==> src/rtl/mips_fetch_pkg.sv <==
// Shared types and constants for the MIPS instruction fetch stage.
package mips_fetch_pkg;

  // TRAP is only reachable when FETCH_MISALIGN_TRAP_EN is defined.
  typedef enum logic [1:0] {
    StIdle  = 2'd0,
    StFetch = 2'd1,
    StExec  = 2'd2,
    StTrap  = 2'd3
  } fetch_state_e;

  localparam logic [31:0] RESET_PC_DEFAULT = 32'h0000_0000;
  localparam logic [31:0] PC_INCR          = 32'd4;

endpackage

==> src/rtl/fetch_next_pc.sv <==
// Combinational next-PC selection: jr > jump > taken branch > sequential.
module fetch_next_pc
  import mips_fetch_pkg::*;
(
  input  logic [31:0] pc_plus4,
  input  logic [25:0] instr_index,
  input  logic [31:0] sext_imm,
  input  logic [31:0] jr_addr,
  input  logic        jr,
  input  logic        jump,
  input  logic        branch,
  input  logic        zero,
  output logic [31:0] next_pc
);

  logic [31:0] branch_target;
  logic [31:0] jump_target;

  // Offset is a word count; the shift drops sext_imm[31:30], which wraps modulo 2^32 anyway.
  assign branch_target = pc_plus4 + {sext_imm[29:0], 2'b00};
  assign jump_target   = {pc_plus4[31:28], instr_index, 2'b00};

  // Priority mux over the redirect sources.
  always_comb begin
    next_pc = pc_plus4;
    if (jr) begin
      next_pc = jr_addr;
    end else if (jump) begin
      next_pc = jump_target;
    end else if (branch && zero) begin
      next_pc = branch_target;
    end
  end

endmodule

==> src/rtl/instr_fetch_unit.sv <==
// Instruction fetch stage: PC register, imem request FSM and next-PC update.
// Optional feature macro: FETCH_MISALIGN_TRAP_EN (trap on misaligned redirect
// target instead of silently clearing next_pc[1:0]).
module instr_fetch_unit
  import mips_fetch_pkg::*;
#(
  parameter logic [31:0] RESET_PC = RESET_PC_DEFAULT
) (
  input  logic        clk,
  input  logic        rst_n,
  input  logic        stall,
  input  logic        branch,
  input  logic        zero,
  input  logic        jump,
  input  logic        jr,
  input  logic [31:0] jr_addr,
  input  logic [31:0] sext_imm,
  output logic        imem_req,
  output logic [31:0] imem_addr,
  input  logic [31:0] imem_rdata,
  input  logic        imem_valid,
  output logic [31:0] instr,
  output logic        instr_valid,
  output logic [31:0] pc,
  output logic [31:0] pc_plus4,
  output logic        misalign
);

  fetch_state_e state_q, state_d;
  logic [31:0]  pc_q, pc_d;
  logic [31:0]  instr_q, instr_d;
  logic [31:0]  next_pc_raw;
  logic [31:0]  next_pc;
  logic         target_misaligned;

  assign pc_plus4  = pc_q + PC_INCR;
  assign pc        = pc_q;
  assign imem_addr = pc_q;
  assign instr     = instr_q;

  fetch_next_pc u_fetch_next_pc (
    .pc_plus4    (pc_plus4),
    .instr_index (instr_q[25:0]),
    .sext_imm    (sext_imm),
    .jr_addr     (jr_addr),
    .jr          (jr),
    .jump        (jump),
    .branch      (branch),
    .zero        (zero),
    .next_pc     (next_pc_raw)
  );

`ifdef FETCH_MISALIGN_TRAP_EN
  assign next_pc           = next_pc_raw;
  assign target_misaligned = |next_pc_raw[1:0];
`else
  logic unused_next_pc_low;
  assign unused_next_pc_low = ^next_pc_raw[1:0];
  assign next_pc            = {next_pc_raw[31:2], 2'b00};
  assign target_misaligned  = 1'b0;
`endif

  // Next-state and output decode; redirects only act on EXEC with stall low.
  always_comb begin
    state_d     = state_q;
    pc_d        = pc_q;
    instr_d     = instr_q;
    imem_req    = 1'b0;
    instr_valid = 1'b0;
    misalign    = 1'b0;
    unique case (state_q)
      StIdle: begin
        state_d = StFetch;
      end
      StFetch: begin
        imem_req = 1'b1;
        if (imem_valid) begin
          instr_d = imem_rdata;
          state_d = StExec;
        end
      end
      StExec: begin
        instr_valid = 1'b1;
        if (!stall) begin
          if (target_misaligned) begin
            state_d = StTrap;
          end else begin
            pc_d    = next_pc;
            state_d = StFetch;
          end
        end
      end
      StTrap: begin
`ifdef FETCH_MISALIGN_TRAP_EN
        misalign = 1'b1;
        state_d  = StTrap;
`else
        state_d  = StIdle;
`endif
      end
      default: begin
        state_d = StIdle;
      end
    endcase
  end

  // State, PC and instruction registers.
  always_ff @(posedge clk or negedge rst_n) begin
    if (!rst_n) begin
      state_q <= StIdle;
      pc_q    <= RESET_PC;
      instr_q <= 32'h0000_0000;
    end else begin
      state_q <= state_d;
      pc_q    <= pc_d;
      instr_q <= instr_d;
    end
  end

endmodule

==> config.mk <==
export PLATFORM = sky130hd
export DESIGN_NAME = instr_fetch_unit
export DESIGN_NICKNAME = d
export VERILOG_FILES = /design/src/rtl/mips_fetch_pkg.sv /design/src/rtl/fetch_next_pc.sv /design/src/rtl/instr_fetch_unit.sv
export SDC_FILE = /design/constraint.sdc
export NUM_CORES = 1
export LEC_CHECK = 0
export CAP_MARGIN = 20
export CORE_ASPECT_RATIO = 1.5
export CORE_MARGIN = 3
export CORE_UTILIZATION = 48
export CTS_BUF_LIST = sky130_fd_sc_hd__clkbuf_4 sky130_fd_sc_hd__clkbuf_8
export CTS_CLUSTER_DIAMETER = 60
export DETAILED_ROUTE_END_ITERATION = 12
export HOLD_SLACK_MARGIN = 0.06
export PLACE_DENSITY_LB_ADDON = 0.2
export SETUP_SLACK_MARGIN = 0.2
export SYNTH_ARGS = -nofsm -noshare
export SYNTH_HDL_FRONTEND = slang
export SYNTH_SLANG_ARGS = --single-unit
export TNS_END_PERCENT = 50
==> constraint.sdc <==
create_clock -name clk -period 9.35 [get_ports clk]
set_clock_uncertainty 0.1 [all_clocks]
set_input_delay 1.4025 -clock clk [delete_from_list [all_inputs] [get_ports clk]]
set_output_delay 1.4025 -clock clk [all_outputs]
set_load 0.03 [all_outputs]
* Word-level counts from Yosys, hierarchy flattened *
Cells that the tools add are included.

word-level totals
  flip-flop bits (word level) = 64
  output and inout bits = 131
  word-level logic and storage cells = 24

cells by class
  add/sub/neg operators = 2
  equality and inequality tests = 5
  muxes and demuxes = 8
  bitwise logic cells = 1
  reduce and logical (&&, ||, !) cells = 5

operator list
  operator                 number
  $mux W32                 3
  $add A32 B3 Y32 const B  1
  $add A32 B32 Y32         1
  $pmux W2 S4              1
  $reduce_and A2 Y1        3
  $eq A2 B2 Y1 const B     2
  $mux W2                  2
  $ne A2 B2 Y1 const B     2
  $eq A2 B1 Y1 const B     1
  $logic_not A2 Y1         1
  $mux W1                  2
  $logic_and A1 B1 Y1      1
  $not A1 Y1               1

* Longest topological paths before layout *
Gate-level depths: netlist of the first run.

  depth in word-level cells = 5
  depth in mapped cells = 19
  mapped depth without buffers = 18

* By module *
From an unflattened synthesis of the first run, not the netlist that was laid out.

unflattened totals
  cells, all modules = 619
  area total of the unflattened synthesis = 5469.0 um^2

modules (own cells, without submodules)
  module            times used  cells each  area an instance (um^2)  seq. area each (um^2)
  instr_fetch_unit  1           262         3230.6                   1601.5
  fetch_next_pc     1           357         2238.4                   0.0

* Worst setup path before layout of the first run *
No wires, ideal clock.

  path type = register to register
  start point = register pc_q[2], in the netlist imem_addr[2]
  end point = register pc_q[31], in the netlist imem_addr[31]
  setup time = 0.136 ns
  data arrival time = 4.297 ns
  slack = 4.817 ns
  stages on the path, launching flop included = 20
  path buffers = 1
  cell sequence = dfrtp_1 > ha_1 > nand4_1 > nor2_1 > and3_1 > and2_1 > nand4_1 > xnor2_1 > ha_1 > clkbuf_2 > a21o_1 > a21o_1 > a21oi_1 > o21ai_0 > nor3_1 > o31ai_2 > a41oi_1 > xor2_1 > o311ai_1 > nand3_1

between the ends
  word-level cells in the longest chain between the ends = 5

RTL lines
  element                 RTL line                 text
  from (decl)             instr_fetch_unit.sv:30   logic [31:0] pc_q, pc_d;
  from (signal assigned)  instr_fetch_unit.sv:115  pc_q <= pc_d;
  $add A32 B3 Y32         instr_fetch_unit.sv:36   assign pc_plus4 = pc_q + PC_INCR;
  named net pc_plus4[22]  instr_fetch_unit.sv:25   output logic [31:0] pc_plus4,
  $add A32 B32 Y32        fetch_next_pc.sv:20      assign branch_target = pc_plus4 + {sext_imm[29:0], 2'b00};
  $mux W32                fetch_next_pc.sv:30      end else if (branch && zero) begin
  $mux W32                fetch_next_pc.sv:28      end else if (jump) begin
  $mux W32                fetch_next_pc.sv:26      if (jr) begin

The timed path passes the listed nets, and every way through them passes these cells.
A chain may end at the register's enable or synchronous reset.

* Final worst setup path of the first run *
  start point = register pc_q[8], in the netlist imem_addr[8]
  end point = output port pc_plus4[31]

between the ends
  word-level cells in the longest chain between the ends = 1

RTL lines
  element          RTL line
  $add A32 B3 Y32  instr_fetch_unit.sv:36
  to (decl)        instr_fetch_unit.sv:25

Every way passes these cells.

==> out/results.tsv, run 1 <==
metric	value	unit
crit_type	reg -> out	
detailed_routing_iteration_count_for_the_pre_antenna_repair_pass	6	
cts_tree	yes	
p_seq_frac	0.206	
synth_seq_cells	64	
min_delay_path_depth	1	
post_synth.cell_area_avg	8.54	µm²
ys_dominant_reg_cell	dfrtp_1	
critical_path.endpoint_type	output pin	
worstRegToRegCells	18	
synth-compound-area-share	0.207	
post_synthesis_sequential_area_ratio	0.299	
antenna_found_initial	0	
ant_nets	0	
post-cts-setup-buffers	0	
fp.coreArea	10800	µm²
global_route.overflow_total	0	
effective_utilization_at_floorplan	0.498	
yosys.area_share.adder	0.0877	
min_period	4.93	ns
rows	46	
clock_sink_count	64	
ioPinCount	235	
cts_buffer_depth	2	
worst_ep_required_time	7.85	ns
cts_hold_buffers	0	
ir_drop	0.250	mV
antenna-diode-count	0	
setup_viol	0	
maxCapViolations	0	
finalWirelength	18700	µm
htree_num_levels	3	
fp.dieW	92.3	µm
synth-async-reset-ratio	1.00	
syn_inst	628	
yosys-mux-area-fraction	0.0709	
yosys_warnings	0	
power_frac_comb	0.717	
arr_time_crit_path	3.43	ns
setup_total_negative_slack	0	ns
worstHoldPathType	reg -> reg	
cp-startpoint	imem_addr[8]	
worst_skew_pair.late_latency	0.35	ns
reg2reg_setup_slack	4.76	ns
clk_pin_slew_worst_paths	0.07	ns
place_congestion	0.962	
grt_setup_unrepaired	no	
numCtsBuffers	9	
post_synth_instance_area	5360	µm²
cts_root_buf	clkbuf_8	
syn_to_final_growth	42.6	%
drive_gt1_frac	0.0885	
placement.io_buffers	223	
cts.repair.resized	0	
critical_register_to_register_path_startpoint	imem_addr[2]	
place.detailed.hpwl	14500	µm
wire_length_of_the_first_global_routing_pass	28800	µm
p_sw_frac	0.519	
drt_iter0_markers	284	
synth_top_family_by_area	compound AO/OA/AOI/OAI gates	
global_route.usage.total	0.294	
final-max-slew-violation-count	0	
fp.dieH	135	µm
worstPathMaxFanout	7	
worstSetupEndpoint	pc_plus4[31]	
synthDominantCellAreaShare	0.299	
critical_path.reg2reg.endpoint	imem_addr[31]	
final_design_area_no_fill	7640	µm²
drc	0	
maximum_number_of_pins_on_one_net_before_global_route_repair	65	
synth_xor_xnor_area_share	0.0866	
nets	950	
clockPowerShare	0.077	
fp.dieArea	12500	µm²
power_switching	0.00152	W
layout_worst_path_cycle_share	0.527	
outcome	completed	
power.leakage	3.19	nW
setup.worst_path.start_class	register	
synth.cells.most_frequent	nand2_1, dfrtp_1, nor2_1	
vias_in_the_first_global_route	5526	
ys_top_cells_by_area	dfrtp_1, ha_1, mux2_2	
cell_accounting_for_the_most_synthesized_area	dfrtp_1	
synth_most_common_cell	nand2_1	
intPower	0.00141	W
synth_enable_flop_cells	0	
synth_cell_types	64	
routed_via_density	5.74	
finalHoldViolations	0	
worst_slew_margin_rel	0.291	
avgRoutedWirePerCell	19.5	µm
synth_simple_gate_area_frac	0.164	
placed_cell_area	7440	µm²
cellPowerDensity	384	nW/µm²
via_count	5498	
fmax	0.203	GHz
timing_worst_slew_pin_value	1.06	ns
==> kinds of logic (layout without fill, tap and decap cells) <==
group,Yosys count,after routing
muxes,34,34
adders and majority gates,37,37
buffers and inverters,79,259
other,1,7
AOI/OAI and AO/OA,168,168
DFF,64,64
and+or+nand+nor,192,192
xor gates and xnor gates,53,53
==> worst max-delay path, cell delays in order (launching register included) <==
cell             delay (ns)
dfrtp_1                0.55
nand4_1                0.19
nor3_2                 0.38
nand4_1                0.39
nor2_1                 0.35
nand4_1                0.18
xnor2_1                0.29
clkdlybuf4s50_1        0.75
==> registers in the layout, summed over array words and instances (netlist names) <==
signal and cells:
imem_addr 30, instr 32, state_q 2
==> per-layer routing <==
layer / track usage / vias up / share of wire
met5: 0 / - / 0
met4: 0.105 / 0 / 0.028
met3: 0.0628 / 42 / 0.076
met2: 0.548 / 279 / 0.53
met1: 0.324 / 2611 / 0.36
li1: - / 2566 / -
==> cells in the final DEF (no fill, tap or decap), types with 21 or more instances in the layout <==
cell type and instances:
nor2_1 51, mux2_2 32, nand2_1 78, xnor2_1 32, o21ai_0 31, dfrtp_1 64, xor2_1 21, a21oi_1 49
ha_1 36, clkdlybuf4s50_1 222
==> metrics by stage <==
stage	setup slack, ns	total power (W)	hold WS [ns]	util	std cells
finish	4.42	0.00294	0.410	0.710	958
global route	4.12	0.00310	0.439	0.710	958
CTS	4.43	0.00294	0.409	0.708	957
floorplan	4.82	0.00197	0.372	-	634
global placement	4.68	0.00267	0.388	0.691	941
detailed placement	4.56	0.00271	0.396	0.691	941
==> how the worst min path moves through the flow <==
| stage | start | to | slack (ns) |
|---|---|---|---|
| 2_1_floorplan | state_q[1] | state_q[0] | 0.37 |
| 3_3_place_gp | instr[27] | instr[27] | 0.39 |
| 3_5_place_dp | instr[31] | instr[31] | 0.40 |
| 4_1_cts | instr[30] | instr[30] | 0.41 |
| 5_1_grt | instr[30] | instr[30] | 0.44 |
| 6_report | instr[30] | instr[30] | 0.41 |
==> power by group through the flow <==
stage	sequential (W)	combinational, W	clock (W)
after floorplan	0.000812	0.00116	0
after global placement	0.000603	0.00207	0
after detailed placement	0.000608	0.00210	0
after CTS	0.000605	0.00211	0.000228
after global routing	0.000623	0.00224	0.000240
final	0.000606	0.00211	0.000227
==> layout make-up <==
cell class              count  area [µm²]
inverters                  13        48.8
well taps                 144         180
multi-input cells         491        3330
fillers                   901        3120
flip-flops and latches     64        1600
repair buffers            230        2300
clock inverters             6        43.8
clock buffers              10         138
(Power assumes the default switching activity.)
==> run 2: changes to the inputs <==
Settings changed: CORE_UTILIZATION 48 to 44.
Clock period 9.35 ns to 4.8 ns, I/O delays scaled along.
==> out/results.tsv, run 2 (synthesis gave the netlist of run 1 again) <==
metric	value	unit	change
cts_buffer_depth	2		unchanged
wire_length_of_the_first_global_routing_pass	30200	µm	+4.6%
outcome	completed		
largest_reg_flops	32		unchanged
worst_ep_required_time	4.97	ns	-2.88 ns
worstHoldPathType	in -> async		
layout_worst_path_cycle_share	0.905		
sequential_area	1600	µm²	unchanged
finalHoldWorstSlack	0.210	ns	-0.200 ns
final-max-slew-violation-count	0		unchanged
final_critical_path_setup_slack	0.456	ns	-3.96 ns
worst_slew_margin_rel	0.483		+0.193
worstRegToRegCells	16		-2
placement.io_buffers	223		unchanged
critical-path-max-stage-delay	0.55	ns	-0.20 ns
critical_path.reg2reg.endpoint	imem_addr[30]		
maximum_number_of_pins_on_one_net_before_global_route_repair	48		-26%
cellPowerDensity	758	nW/µm²	+97%
worstPathMaxFanout	7		unchanged
fp.coreArea	11700	µm²	+8.8%
detailed_routing_iteration_count_for_the_pre_antenna_repair_pass	6		unchanged
global_route.overflow_total	0		unchanged
post-cts-setup-buffers	0		unchanged
drive_gt1_frac	0.0999		+0.0114
critical_path.endpoint_type	register		
dpl_worst_slack	0.435	ns	-4.13 ns
antenna-diode-count	0		unchanged
most-common-layout-cells	clkdlybuf4s50_1, nand2_1, dfrtp_1		
rows	48		+4.3%
reg2reg_setup_slack	0.46	ns	-4.30 ns
via_count	5461		-0.67%
drc	0		unchanged
grt_setup_unrepaired	yes		
place_congestion	0.903		-6.1%
worst_path_max_delay_cell	dfrtp_1		
ir_drop	0.521	mV	+110%
layout.cells.most_common	clkdlybuf4s50_1		
cts_root_buf	clkbuf_8		
cts_hold_buffers	0		unchanged
clock_sink_count	64		unchanged
numCtsBuffers	9		unchanged
maxCapViolations	0		unchanged
arr_time_crit_path	4.52	ns	+1.09 ns
drt_iter0_markers	404		+42%
cts_tree	yes		
power.leakage	3.25	nW	+1.8%
global_route.usage.total	0.291		-0.00271
syn_to_final_growth	45.1	%	
critical_register_to_register_path_startpoint	imem_addr[8]		
cts.repair.resized	0		unchanged
place.detailed.hpwl	15100	µm	+4.0%
finalHoldViolations	0		unchanged
fmax	0.230	GHz	
crit_type	reg -> reg		
fp.dieArea	13600	µm²	+8.6%
setup_total_negative_slack	0	ns	unchanged
setup.worst_path.start_class	register		
fp.dieW	96.1	µm	+4.2%
routed_via_density	5.62		-2.0%
timing.critical_path.cells	nand4_1 > nor3_2 > nand4_1 > nor2_1 > xnor2_1 > ha_1 > a21oi_1 > o21bai_1 > a21oi_1 > o21ai_0 > a21o_1 > a21o_1 > a31oi_1 > xnor2_1 > mux2i_1 > a21oi_1		
ioPinCount	235		unchanged
layout.filler_cells	1029		+14%
avgRoutedWirePerCell	20.2	µm	+3.9%
placed_cell_area	7490	µm²	+0.71%
effective_utilization_at_floorplan	0.458		-0.0404
timing_worst_slew_pin_value	0.775	ns	-0.289 ns
nets	957		+0.74%
ant_nets	0		unchanged
setup_viol	0		unchanged
clk_pin_slew_worst_paths	0.08	ns	about the same
fp.dieH	141	µm	+4.2%
antenna_found_initial	0		unchanged
min_period	4.34	ns	
multiInputGateArea	3350	µm²	+0.53%
path_common_cell	a21oi_1		
final_design_area_no_fill	7780	µm²	+1.8%
vias_in_the_first_global_route	5646		+2.2%
worst_skew_pair.late_latency	0.35	ns	about the same
htree_num_levels	3		unchanged
finalWirelength	19600	µm	+5.3%
-- run 2: changes by cell type in the layout (fill, tap and decap cells not counted), sizes merged --
| cell | change |
|---|---|
| inv | -1 |
| bufinv | +2 |
| buf | +7 |
| clkinv | -2 |
| clkinvlp | +1 |
-- run 2: final cells by class --
cell class / instances / share of cell area
tap: 150 / 0.0241
clock inverter: 6 / 0.0119
multi-input combinational: 491 / 0.431
clock buffer: 10 / 0.0177
timing repair buffer: 237 / 0.303
sequential: 64 / 0.206
inverter: 13 / 0.00627
-- run 2: through the flow --
stage	total power, W	cells	utilization
4_1_cts	0.00589	969	0.659
3_3_place_gp	0.00528	953	0.639
6_report	0.00590	971	0.664
2_1_floorplan	0.00384	634	-
3_5_place_dp	0.00533	953	0.639
5_1_grt	0.00625	971	0.664
-- run 2: critical path, delay by kind of cell (launching register included) --
kind                       cells  cell delay [ns]
adders and majority gates      1             0.36
DFF                            1             0.55
muxes                          1             0.13
and+or+nand+nor                4             1.20
AOI/OAI and AO/OA              8             1.48
xor gates and xnor gates       2             0.44
-- run 2: worst max-delay path by stage --
stage / startpoint / endpoint / slack [ns] / cells after the start
final: imem_addr[8] / imem_addr[30] / 0.46 / 16
after global routing: imem_addr[8] / imem_addr[30] / 0.20 / 16
after CTS: imem_addr[3] / imem_addr[31] / 0.41 / 18
after detailed placement: imem_addr[3] / imem_addr[31] / 0.44 / 18
after global placement: imem_addr[3] / imem_addr[31] / 0.50 / 18
after floorplan: imem_addr[2] / imem_addr[31] / 0.27 / 19
-- run 2: where the power goes --
group	leakage, nW	switching (W)	total, W	internal (W)
registers	0.753	0.000378	0.00118	0.000803
logic	2.39	0.00240	0.00418	0.00177
clock network	0.109	0.000232	0.000540	0.000308
-- run 2: routing by layer --
layer / up-vias / GRT usage / part of all wire
met2: 245 / 0.521 / 0.53
met4: 0 / 0.108 / 0.037
li1: 2585 / - / -
met5: - / 0 / 0
met3: 43 / 0.0571 / 0.069
met1: 2588 / 0.334 / 0.36
